--- src/rtl/uart_fifo_core.sv ---
// Single-clock UART core: 16x oversampled RX/TX state machines, each backed by a show-ahead FIFO.
// Defining UART_PARITY_EN adds a parity bit (parity_odd input, rx_parity_err output).

module UartFifo #(
   parameter int WIDTH = 8,
   parameter int DEPTH = 4
) (
   input  logic             i_clk,
   input  logic             i_rstN,
   input  logic             i_push,
   input  logic [WIDTH-1:0] i_data,
   input  logic             i_pop,
   output logic [WIDTH-1:0] o_head,
   output logic             o_full,
   output logic             o_empty
);
   localparam int AW = $clog2(DEPTH);

   logic [WIDTH-1:0] r_mem [DEPTH];
   logic [AW:0]      r_wrPtr;
   logic [AW:0]      r_rdPtr;
   logic [WIDTH-1:0] r_head;
   logic             r_full;
   logic             r_empty;
   logic             w_pop;
   logic             w_pushOk;
   logic [AW:0]      w_wrNext;
   logic [AW:0]      w_rdNext;

   // A pop frees its slot before a same-cycle push, so a full FIFO can still accept that push
   assign w_pop    = i_pop && !r_empty;
   assign w_pushOk = i_push && (!r_full || w_pop);
   assign w_wrNext = r_wrPtr + {{AW{1'b0}}, w_pushOk};
   assign w_rdNext = r_rdPtr + {{AW{1'b0}}, w_pop};
   assign o_head   = r_head;
   assign o_full   = r_full;
   assign o_empty  = r_empty;

   always_ff @(posedge i_clk) begin
      if (w_pushOk) begin
         r_mem[r_wrPtr[AW-1:0]] <= i_data;
      end
   end

   always_ff @(posedge i_clk or negedge i_rstN) begin
      if (!i_rstN) begin
         r_wrPtr <= '0;
         r_rdPtr <= '0;
         r_head  <= '0;
         r_full  <= 1'b0;
         r_empty <= 1'b1;
      end else begin
         r_wrPtr <= w_wrNext;
         r_rdPtr <= w_rdNext;
         r_empty <= (w_wrNext == w_rdNext);
         r_full  <= (w_wrNext[AW] != w_rdNext[AW]) && (w_wrNext[AW-1:0] == w_rdNext[AW-1:0]);
         // The head register tracks the entry at the next read pointer, forwarding a push that lands there
         if (w_pushOk && (w_rdNext == r_wrPtr)) begin
            r_head <= i_data;
         end else if (w_pop) begin
            r_head <= r_mem[w_rdNext[AW-1:0]];
         end
      end
   end
endmodule

module uart_fifo_core #(
   parameter int CLK_DIV    = 27,
   parameter int DATA_BITS  = 8,
   parameter int FIFO_DEPTH = 4
) (
   input  logic       sysclk,
   input  logic       reset_n,
   input  logic       rxd,
   output logic       txd,
   input  logic [7:0] tx_data,
   input  logic       tx_wr,
   output logic       tx_full,
   output logic       tx_busy,
   output logic [7:0] rx_data,
   input  logic       rx_rd,
   output logic       rx_empty,
   output logic       rx_frame_err,
   output logic       rx_overrun
`ifdef UART_PARITY_EN
   ,
   input  logic       parity_odd,
   output logic       rx_parity_err
`endif
);
   localparam int TW = (CLK_DIV > 1) ? $clog2(CLK_DIV) : 1;

   typedef enum logic [2:0] {S_IDLE, S_START, S_DATA, S_PARITY, S_STOP} UartState;
`ifdef UART_PARITY_EN
   localparam UartState AFTER_DATA = S_PARITY;
`else
   localparam UartState AFTER_DATA = S_STOP;
`endif

   logic [TW-1:0]        r_tickCnt;
   logic                 w_tick;
   logic [1:0]           r_rxSync;
   logic                 w_rxd;
   UartState             r_rxState, w_rxNext, r_txState, w_txNext;
   logic [3:0]           r_rxTick, r_txTick;
   logic [2:0]           r_rxBit, r_txBit;
   logic [DATA_BITS-1:0] r_rxShift, r_txShift;
   logic                 w_rxSample, w_stopSample, w_rxPushReq, w_rxParBad;
   logic                 w_rxFull, w_rxEmpty, w_rxPopEff;
   logic                 w_txBitEnd, w_txPop, w_txEmpty;
   logic [DATA_BITS-1:0] w_rxHead, w_txHead;
   logic                 r_frameErr, r_overrun, r_txBusy;
`ifdef UART_PARITY_EN
   logic                 r_rxParBad, r_parErr, r_txPar;
   assign w_rxParBad    = r_rxParBad;
   assign rx_parity_err = r_parErr;
`else
   assign w_rxParBad = 1'b0;
`endif

   assign w_tick       = (r_tickCnt == TW'(CLK_DIV - 1));
   assign w_rxd        = r_rxSync[1];
   assign rx_data      = 8'(w_rxHead);
   assign rx_empty     = w_rxEmpty;
   assign rx_frame_err = r_frameErr;
   assign rx_overrun   = r_overrun;
   assign tx_busy      = r_txBusy;

   always_ff @(posedge sysclk or negedge reset_n) begin
      if (!reset_n) begin
         r_tickCnt <= '0;
         r_rxSync  <= 2'b11;
      end else begin
         r_tickCnt <= w_tick ? '0 : r_tickCnt + 1'b1;
         r_rxSync  <= {r_rxSync[0], rxd};
      end
   end

   always_ff @(posedge sysclk or negedge reset_n) begin
      if (!reset_n) begin
         r_rxState <= S_IDLE;
         r_txState <= S_IDLE;
      end else begin
         r_rxState <= w_rxNext;
         r_txState <= w_txNext;
      end
   end

   // The start bit is sampled mid-bit (8 ticks in); every later sample is a full bit period apart
   assign w_rxSample = w_tick && (r_rxTick == ((r_rxState == S_START) ? 4'd7 : 4'd15));

   always_comb begin
      w_rxNext = r_rxState;
      case (r_rxState)
         S_IDLE:   if (w_tick && !w_rxd) w_rxNext = S_START;
         S_START:  if (w_rxSample) w_rxNext = w_rxd ? S_IDLE : S_DATA;
         S_DATA:   if (w_rxSample && (r_rxBit == 3'(DATA_BITS - 1))) w_rxNext = AFTER_DATA;
         S_PARITY: if (w_rxSample) w_rxNext = S_STOP;
         S_STOP:   if (w_rxSample) w_rxNext = S_IDLE;
         default:  w_rxNext = S_IDLE;
      endcase
   end

   always_comb begin
      w_stopSample = (r_rxState == S_STOP) && w_rxSample;
      w_rxPushReq  = w_stopSample && w_rxd && !w_rxParBad;
      w_rxPopEff   = rx_rd && !w_rxEmpty;
   end

   always_ff @(posedge sysclk or negedge reset_n) begin
      if (!reset_n) begin
         r_rxTick   <= '0;
         r_rxBit    <= '0;
         r_rxShift  <= '0;
         r_frameErr <= 1'b0;
         r_overrun  <= 1'b0;
`ifdef UART_PARITY_EN
         r_rxParBad <= 1'b0;
         r_parErr   <= 1'b0;
`endif
      end else begin
         if (r_rxState == S_IDLE || w_rxSample) begin
            r_rxTick <= '0;
         end else if (w_tick) begin
            r_rxTick <= r_rxTick + 4'd1;
         end
         if (r_rxState != S_DATA) begin
            r_rxBit <= '0;
         end else if (w_rxSample) begin
            r_rxBit   <= r_rxBit + 3'd1;
            r_rxShift <= {w_rxd, r_rxShift[DATA_BITS-1:1]};
         end
         r_frameErr <= w_stopSample && !w_rxd;
         r_overrun  <= w_rxPushReq && w_rxFull && !w_rxPopEff;
`ifdef UART_PARITY_EN
         if (r_rxState == S_PARITY && w_rxSample) begin
            r_rxParBad <= w_rxd != ((^r_rxShift) ^ parity_odd);
         end
         r_parErr <= w_stopSample && r_rxParBad;
`endif
      end
   end

   assign w_txBitEnd = w_tick && (r_txTick == 4'd15);

   always_comb begin
      w_txNext = r_txState;
      case (r_txState)
         S_IDLE:   if (w_tick && !w_txEmpty) w_txNext = S_START;
         S_START:  if (w_txBitEnd) w_txNext = S_DATA;
         S_DATA:   if (w_txBitEnd && (r_txBit == 3'(DATA_BITS - 1))) w_txNext = AFTER_DATA;
         S_PARITY: if (w_txBitEnd) w_txNext = S_STOP;
         S_STOP:   if (w_txBitEnd) w_txNext = w_txEmpty ? S_IDLE : S_START;
         default:  w_txNext = S_IDLE;
      endcase
   end

   always_comb begin
      w_txPop = (w_txNext == S_START) && (r_txState != S_START);
      case (r_txState)
         S_START:  txd = 1'b0;
         S_DATA:   txd = r_txShift[0];
`ifdef UART_PARITY_EN
         S_PARITY: txd = r_txPar;
`endif
         default:  txd = 1'b1;
      endcase
   end

   // Popping only ever happens on the way into START, so busy needs no FIFO next-state lookahead
   always_ff @(posedge sysclk or negedge reset_n) begin
      if (!reset_n) begin
         r_txTick  <= '0;
         r_txBit   <= '0;
         r_txShift <= '0;
         r_txBusy  <= 1'b0;
`ifdef UART_PARITY_EN
         r_txPar   <= 1'b0;
`endif
      end else begin
         if (r_txState == S_IDLE) begin
            r_txTick <= '0;
         end else if (w_tick) begin
            r_txTick <= r_txTick + 4'd1;
         end
         if (r_txState != S_DATA) begin
            r_txBit <= '0;
         end else if (w_txBitEnd) begin
            r_txBit <= r_txBit + 3'd1;
         end
         if (w_txPop) begin
            r_txShift <= w_txHead;
`ifdef UART_PARITY_EN
            r_txPar   <= (^w_txHead) ^ parity_odd;
`endif
         end else if (r_txState == S_DATA && w_txBitEnd) begin
            r_txShift <= r_txShift >> 1;
         end
         r_txBusy <= (w_txNext != S_IDLE) || tx_wr || !w_txEmpty;
      end
   end

   UartFifo #(.WIDTH(DATA_BITS), .DEPTH(FIFO_DEPTH)) u_rxFifo (
      .i_clk   (sysclk),
      .i_rstN  (reset_n),
      .i_push  (w_rxPushReq),
      .i_data  (r_rxShift),
      .i_pop   (rx_rd),
      .o_head  (w_rxHead),
      .o_full  (w_rxFull),
      .o_empty (w_rxEmpty)
   );

   UartFifo #(.WIDTH(DATA_BITS), .DEPTH(FIFO_DEPTH)) u_txFifo (
      .i_clk   (sysclk),
      .i_rstN  (reset_n),
      .i_push  (tx_wr),
      .i_data  (tx_data[DATA_BITS-1:0]),
      .i_pop   (w_txPop),
      .o_head  (w_txHead),
      .o_full  (tx_full),
      .o_empty (w_txEmpty)
   );
endmodule

--- config.mk ---
export PLATFORM = sky130hd
export DESIGN_NAME = uart_fifo_core
export DESIGN_NICKNAME = d
export VERILOG_FILES = /design/src/rtl/uart_fifo_core.sv
export SDC_FILE = /design/constraint.sdc
export NUM_CORES = 1
export LEC_CHECK = 0
export ABC_CLOCK_PERIOD_IN_PS = 7900
export CORE_UTILIZATION = 30
export CTS_CLUSTER_DIAMETER = 100
export DETAILED_ROUTE_END_ITERATION = 10
export MAX_ROUTING_LAYER = met4
export PLACE_DENSITY = 0.47
export SLEW_MARGIN = 0
export SYNTH_ARGS = -nofsm -noshare
export SYNTH_HDL_FRONTEND = slang
export SYNTH_SLANG_ARGS = --single-unit
--- constraint.sdc ---
create_clock -name sysclk -period 7.9 [get_ports sysclk]
set_clock_uncertainty 0.2 [all_clocks]
set_input_delay 0.79 -clock sysclk [delete_from_list [all_inputs] [get_ports sysclk]]
set_output_delay 0.79 -clock sysclk [all_outputs]
set_load 0.02 [all_outputs]
==> metrics.md <==
| Metric | Value |
|---|---|
| Number of register bits inferred by synthesis | approximately 140 |
| Internal power | 1.54 mW |
| Sequential Power Share | 0.452 |
| CTS Buffer Depth | 2 |
| Synth Warn # | 0 |
| Sw Pwr | about 0.50 mW |
| Number of placement rows | 52 |
| Parity-gate share of the synthesized area counting xor and xnor cells | 0.0421 |
| Last weighted congestion value of the routability-driven placer | between 0.7 and 0.8 |
| Number of enable flip-flop cells after synthesis | 64 |
| Peak fanout along the critical path | 26 |
| Ratio of final minimum period to clock period | 0.570 |
| Number of library cell types mapped by synthesis | 53 |
| Initial antenna violation count | 0 |
| CTS-repair resized insts | 0 |
| Clock sinks | 142 |
| Final routed wire length divided by cell count | about 15 um |
| Simple-gate share of the synthesized area | 0.102 |
| Max Transition Viols Final | 0 |
| Share of total power consumed by net switching | 0.245 |
| DRC violations left | 0 |
| Number of antenna diodes | 0 |
| Core area | between 0.02 and 0.025 sq mm |
| Dominant combinational cell family by area after synthesis | multiplexers |
| Vias in the first global route | roughly 3,500 |
| Crit. End Element | flip-flop |
| Synthesized instance count | ~430 |
| Maximum operating frequency | approximately 0.22 GHz |
| Top cell types by occurrence after synthesis | sky130_fd_sc_hd__dfrtp_1, sky130_fd_sc_hd__edfxtp_1, sky130_fd_sc_hd__nand2_1 |
| Leakage Power | 2.94 nW |
| Latest clock arrival within the worst-skew pair | just over 400 ps |
| DR iter-0 viols | around 120 |
| Total number of nets in the final design | roughly 490 |
| Comb pwr share | 0.162 |
| Grt ovf | 0 |
| Multiplexer share of the synthesized area | 0.133 |
| PwrDens | 280 mW/mm^2 |
| All-Layer GR Usage | 0.119 |
| Count of hold buffers inserted by post-cts repair | 0 |
| Relative max-transition margin | 0.320 |
| Vias | ~3,300 |
| Kind of start point of the critical path | flip-flop |
| Register clock-pin slew on the reported worst setup and hold paths | approximately 60 ps |
| Synthesized cell area | 0.00615 sq mm |
| Fraction of synthesis flops using an asynchronous set or reset pin | 0.549 |
| Worst slew pin tran | ~1000 ps |
| Detailed-router iteration count before antenna repair | 4 |
| Final hold violation count | 0 |
| Final setup viols | 0 |
| Clock Root Buffer | sky130_fd_sc_hd__clkbuf_16 |
| Total length of routed wires | ~11 mm |
| Dominant synthesized flop cell | sky130_fd_sc_hd__dfrtp_1 |
| Maximum capacitance violations | 0 |
| Most instantiated library cell after synthesis | sky130_fd_sc_hd__dfrtp_1 |
| Final-layout worst hold slack | about 160 ps |
| Vertical extent of the die | 145 um |
| H-Tree Depth | 4 |
| Post-CTS repair timing setup buffer count | 0 |
| Compound-Gate Fraction of Synth Area | 0.0403 |
| Detailed Place HPWL | between 7 and 8 mm |
| Post-synthesis adder-cell area fraction | 0.0326 |
| RSZ-0062 raised after global routing | no |
| Starting density of the core | 0.305 |
| Overall Power | approximately 2.0 mW |
| Layout overhead on the synthesized area | 18.5% |
| Average footprint of a synthesized cell | between 10 and 15 sq um |
| Worst hold path class | flip-flop to flip-flop |
| Cells taking the most area after synthesis | sky130_fd_sc_hd__edfxtp_1, sky130_fd_sc_hd__dfrtp_1, sky130_fd_sc_hd__mux4_2, sky130_fd_sc_hd__mux2_2, sky130_fd_sc_hd__ha_1 |
| Worst setup path category | flip-flop to flip-flop |
| TritonCTS buffer count | 17 |
| Maximum number of pins on one net before global-route repair | 79 |
| Floorplan die width | 145 um |
| Min cycle time layout | between 4000 and 5000 ps |
| Sequential element share of the synthesized area | 0.631 |
| TNS Setup | 0 ps |
| Vias per cell | 4.51 |
| Antenna viol nets, final | 0 |
| Area fraction of the dominant cell type after synthesis | 0.313 |
| Count of input and output buffers | 26 |
| Fraction of layout instances using a drive strength above 1 | 0.202 |
| Clk pwr share | 0.386 |
| Arrival @ worst endpoint | between 4000 and 5000 ps |
| Net count after synthesis | 455 |
| TritonCTS clock tree | built |
| Run status | finished, final reports clean |
| I/O pins | 27 |
| Die Outline Area | 0.0211 sq mm |
| Worst IR drop on VDD | 0.152 mV |
| Global-route wire length before repair | 18.7 mm |
| Top cell type by total area after synthesis | sky130_fd_sc_hd__edfxtp_1 |
| Req. time, crit path | between 7000 and 8000 ps |
==> power groups by stage <==
stage / combinational, mW / clock (mW) / sequential [mW]
4_1_cts: 0.342 / 0.811 / 0.922
3_3_place_gp: 0.337 / 0 / 0.933
3_5_place_dp: 0.342 / 0 / 0.936
6_report: 0.330 / 0.787 / 0.922
2_1_floorplan: 0.260 / 0 / 0.925
5_1_grt: 0.372 / 0.843 / 0.934
==> metal layers <==
metal	share of wire	vias to the layer above	routed length, um	global-route usage
met5	0	-	0	-
met4	0.014	0	157	0.0474
met3	0.028	11	310	0.0277
met2	0.47	43	5180	0.178
met1	0.48	1670	5310	0.156
li1	-	1617	-	-
==> layout by cell type (no fill, tap or decap), types with 3 or more instances in the layout <==
master | netlist | final
sky130_fd_sc_hd__dfrtp_1 | 74 | 74
sky130_fd_sc_hd__edfxtp_1 | 64 | 64
sky130_fd_sc_hd__xor2_1 | 9 | 9
sky130_fd_sc_hd__mux4_2 | 16 | 16
sky130_fd_sc_hd__nor2_1 | 19 | 19
sky130_fd_sc_hd__dfstp_2 | 4 | 4
sky130_fd_sc_hd__nand3_1 | 6 | 6
sky130_fd_sc_hd__mux2_1 | 4 | 4
sky130_fd_sc_hd__buf_4 | 2 | 4
sky130_fd_sc_hd__nand2_1 | 52 | 52
sky130_fd_sc_hd__mux2i_1 | 10 | 10
sky130_fd_sc_hd__bufinv_16 | 0 | 3
sky130_fd_sc_hd__clkinv_2 | 0 | 4
sky130_fd_sc_hd__xnor2_1 | 16 | 16
sky130_fd_sc_hd__nand2b_1 | 4 | 4
sky130_fd_sc_hd__clkbuf_1 | 7 | 3
sky130_fd_sc_hd__clkdlybuf4s50_1 | 0 | 25
sky130_fd_sc_hd__mux2_2 | 28 | 28
sky130_fd_sc_hd__ha_1 | 16 | 16
sky130_fd_sc_hd__a21oi_1 | 10 | 10
sky130_fd_sc_hd__nor2b_1 | 5 | 5
sky130_fd_sc_hd__clkbuf_16 | 0 | 17
sky130_fd_sc_hd__nor3_1 | 9 | 8
sky130_fd_sc_hd__inv_1 | 9 | 9
sky130_fd_sc_hd__o21ai_0 | 15 | 15
==> sequential cells by signal, summed over array words and instances (netlist names), 2 cells and up <==
signal            flops
r_txBit               3
r_rxTick              4
u_txFifo.r_mem       32
u_rxFifo.r_rdPtr      3
r_txTick              4
u_txFifo.o_head       8
r_rxSync              2
u_rxFifo.r_wrPtr      3
u_txFifo.r_wrPtr      3
r_tickCnt             5
r_rxState             3
u_rxFifo.r_mem       32
r_rxBit               3
u_txFifo.r_rdPtr      3
r_rxShift             8
r_txShift             8
u_rxFifo.o_head       8
r_txState             3
==> final cells by class <==
class / count / area, sq um
clock buffers: 20 / 437
clock inverters: 12 / 146
fillers: 1934 / 12900
inverters: 10 / 37.5
multi-input cells: 258 / 2170
flip-flops and latches: 142 / 3880
well taps: 270 / 338
repair buffers: 29 / 280
==> through the flow <==
stage | instance area [sq um] | util | setup WS (ps) | cells
after floorplan | 6150 | - | 4290 | 426
after global placement | 6710 | 0.332 | 3390 | 709
after detailed placement | 6710 | 0.332 | 3310 | 709
after CTS | 7290 | 0.361 | 3300 | 741
after global routing | 7290 | 0.361 | 2920 | 741
final | 7290 | 0.361 | 3390 | 741
==> cell families (layout without fill, tap and decap cells) <==
kind of cell,after synthesis,count (layout)
xor+xnor,27,27
buf+inv,26,71
simple gates,118,118
flops,142,142
compound gates,39,39
fa+ha+maj,16,16
mux,58,58
==> final timing paths <==
path,depth (start not counted),from,end,slack (ps)
min in group asynchronous,1,reset_n,r_rxBit[0],340
worst max register to register,10,r_tickCnt[0],u_txFifo.o_head[7],3390
worst min-delay path,0,r_rxSync[0],r_rxSync[1],160
worst max-delay path,10,r_tickCnt[0],u_txFifo.o_head[7],3390
max in group asynchronous,1,reset_n,u_txFifo.o_head[3],6480
worst min register to register,0,r_rxSync[0],r_rxSync[1],160
==> worst max-delay path, cell delays in order (launching register included) <==
cell and delay (ps):
sky130_fd_sc_hd__dfrtp_1 410, sky130_fd_sc_hd__inv_1 70, sky130_fd_sc_hd__ha_1 180, sky130_fd_sc_hd__nand4b_1 540, sky130_fd_sc_hd__a211oi_4 970, sky130_fd_sc_hd__ha_1 280
sky130_fd_sc_hd__ha_1 420, sky130_fd_sc_hd__xnor2_1 240, sky130_fd_sc_hd__nand2_1 100, sky130_fd_sc_hd__nor4b_4 560, sky130_fd_sc_hd__mux2_2 400
Note: power is estimated with default switching activity, not from simulation.
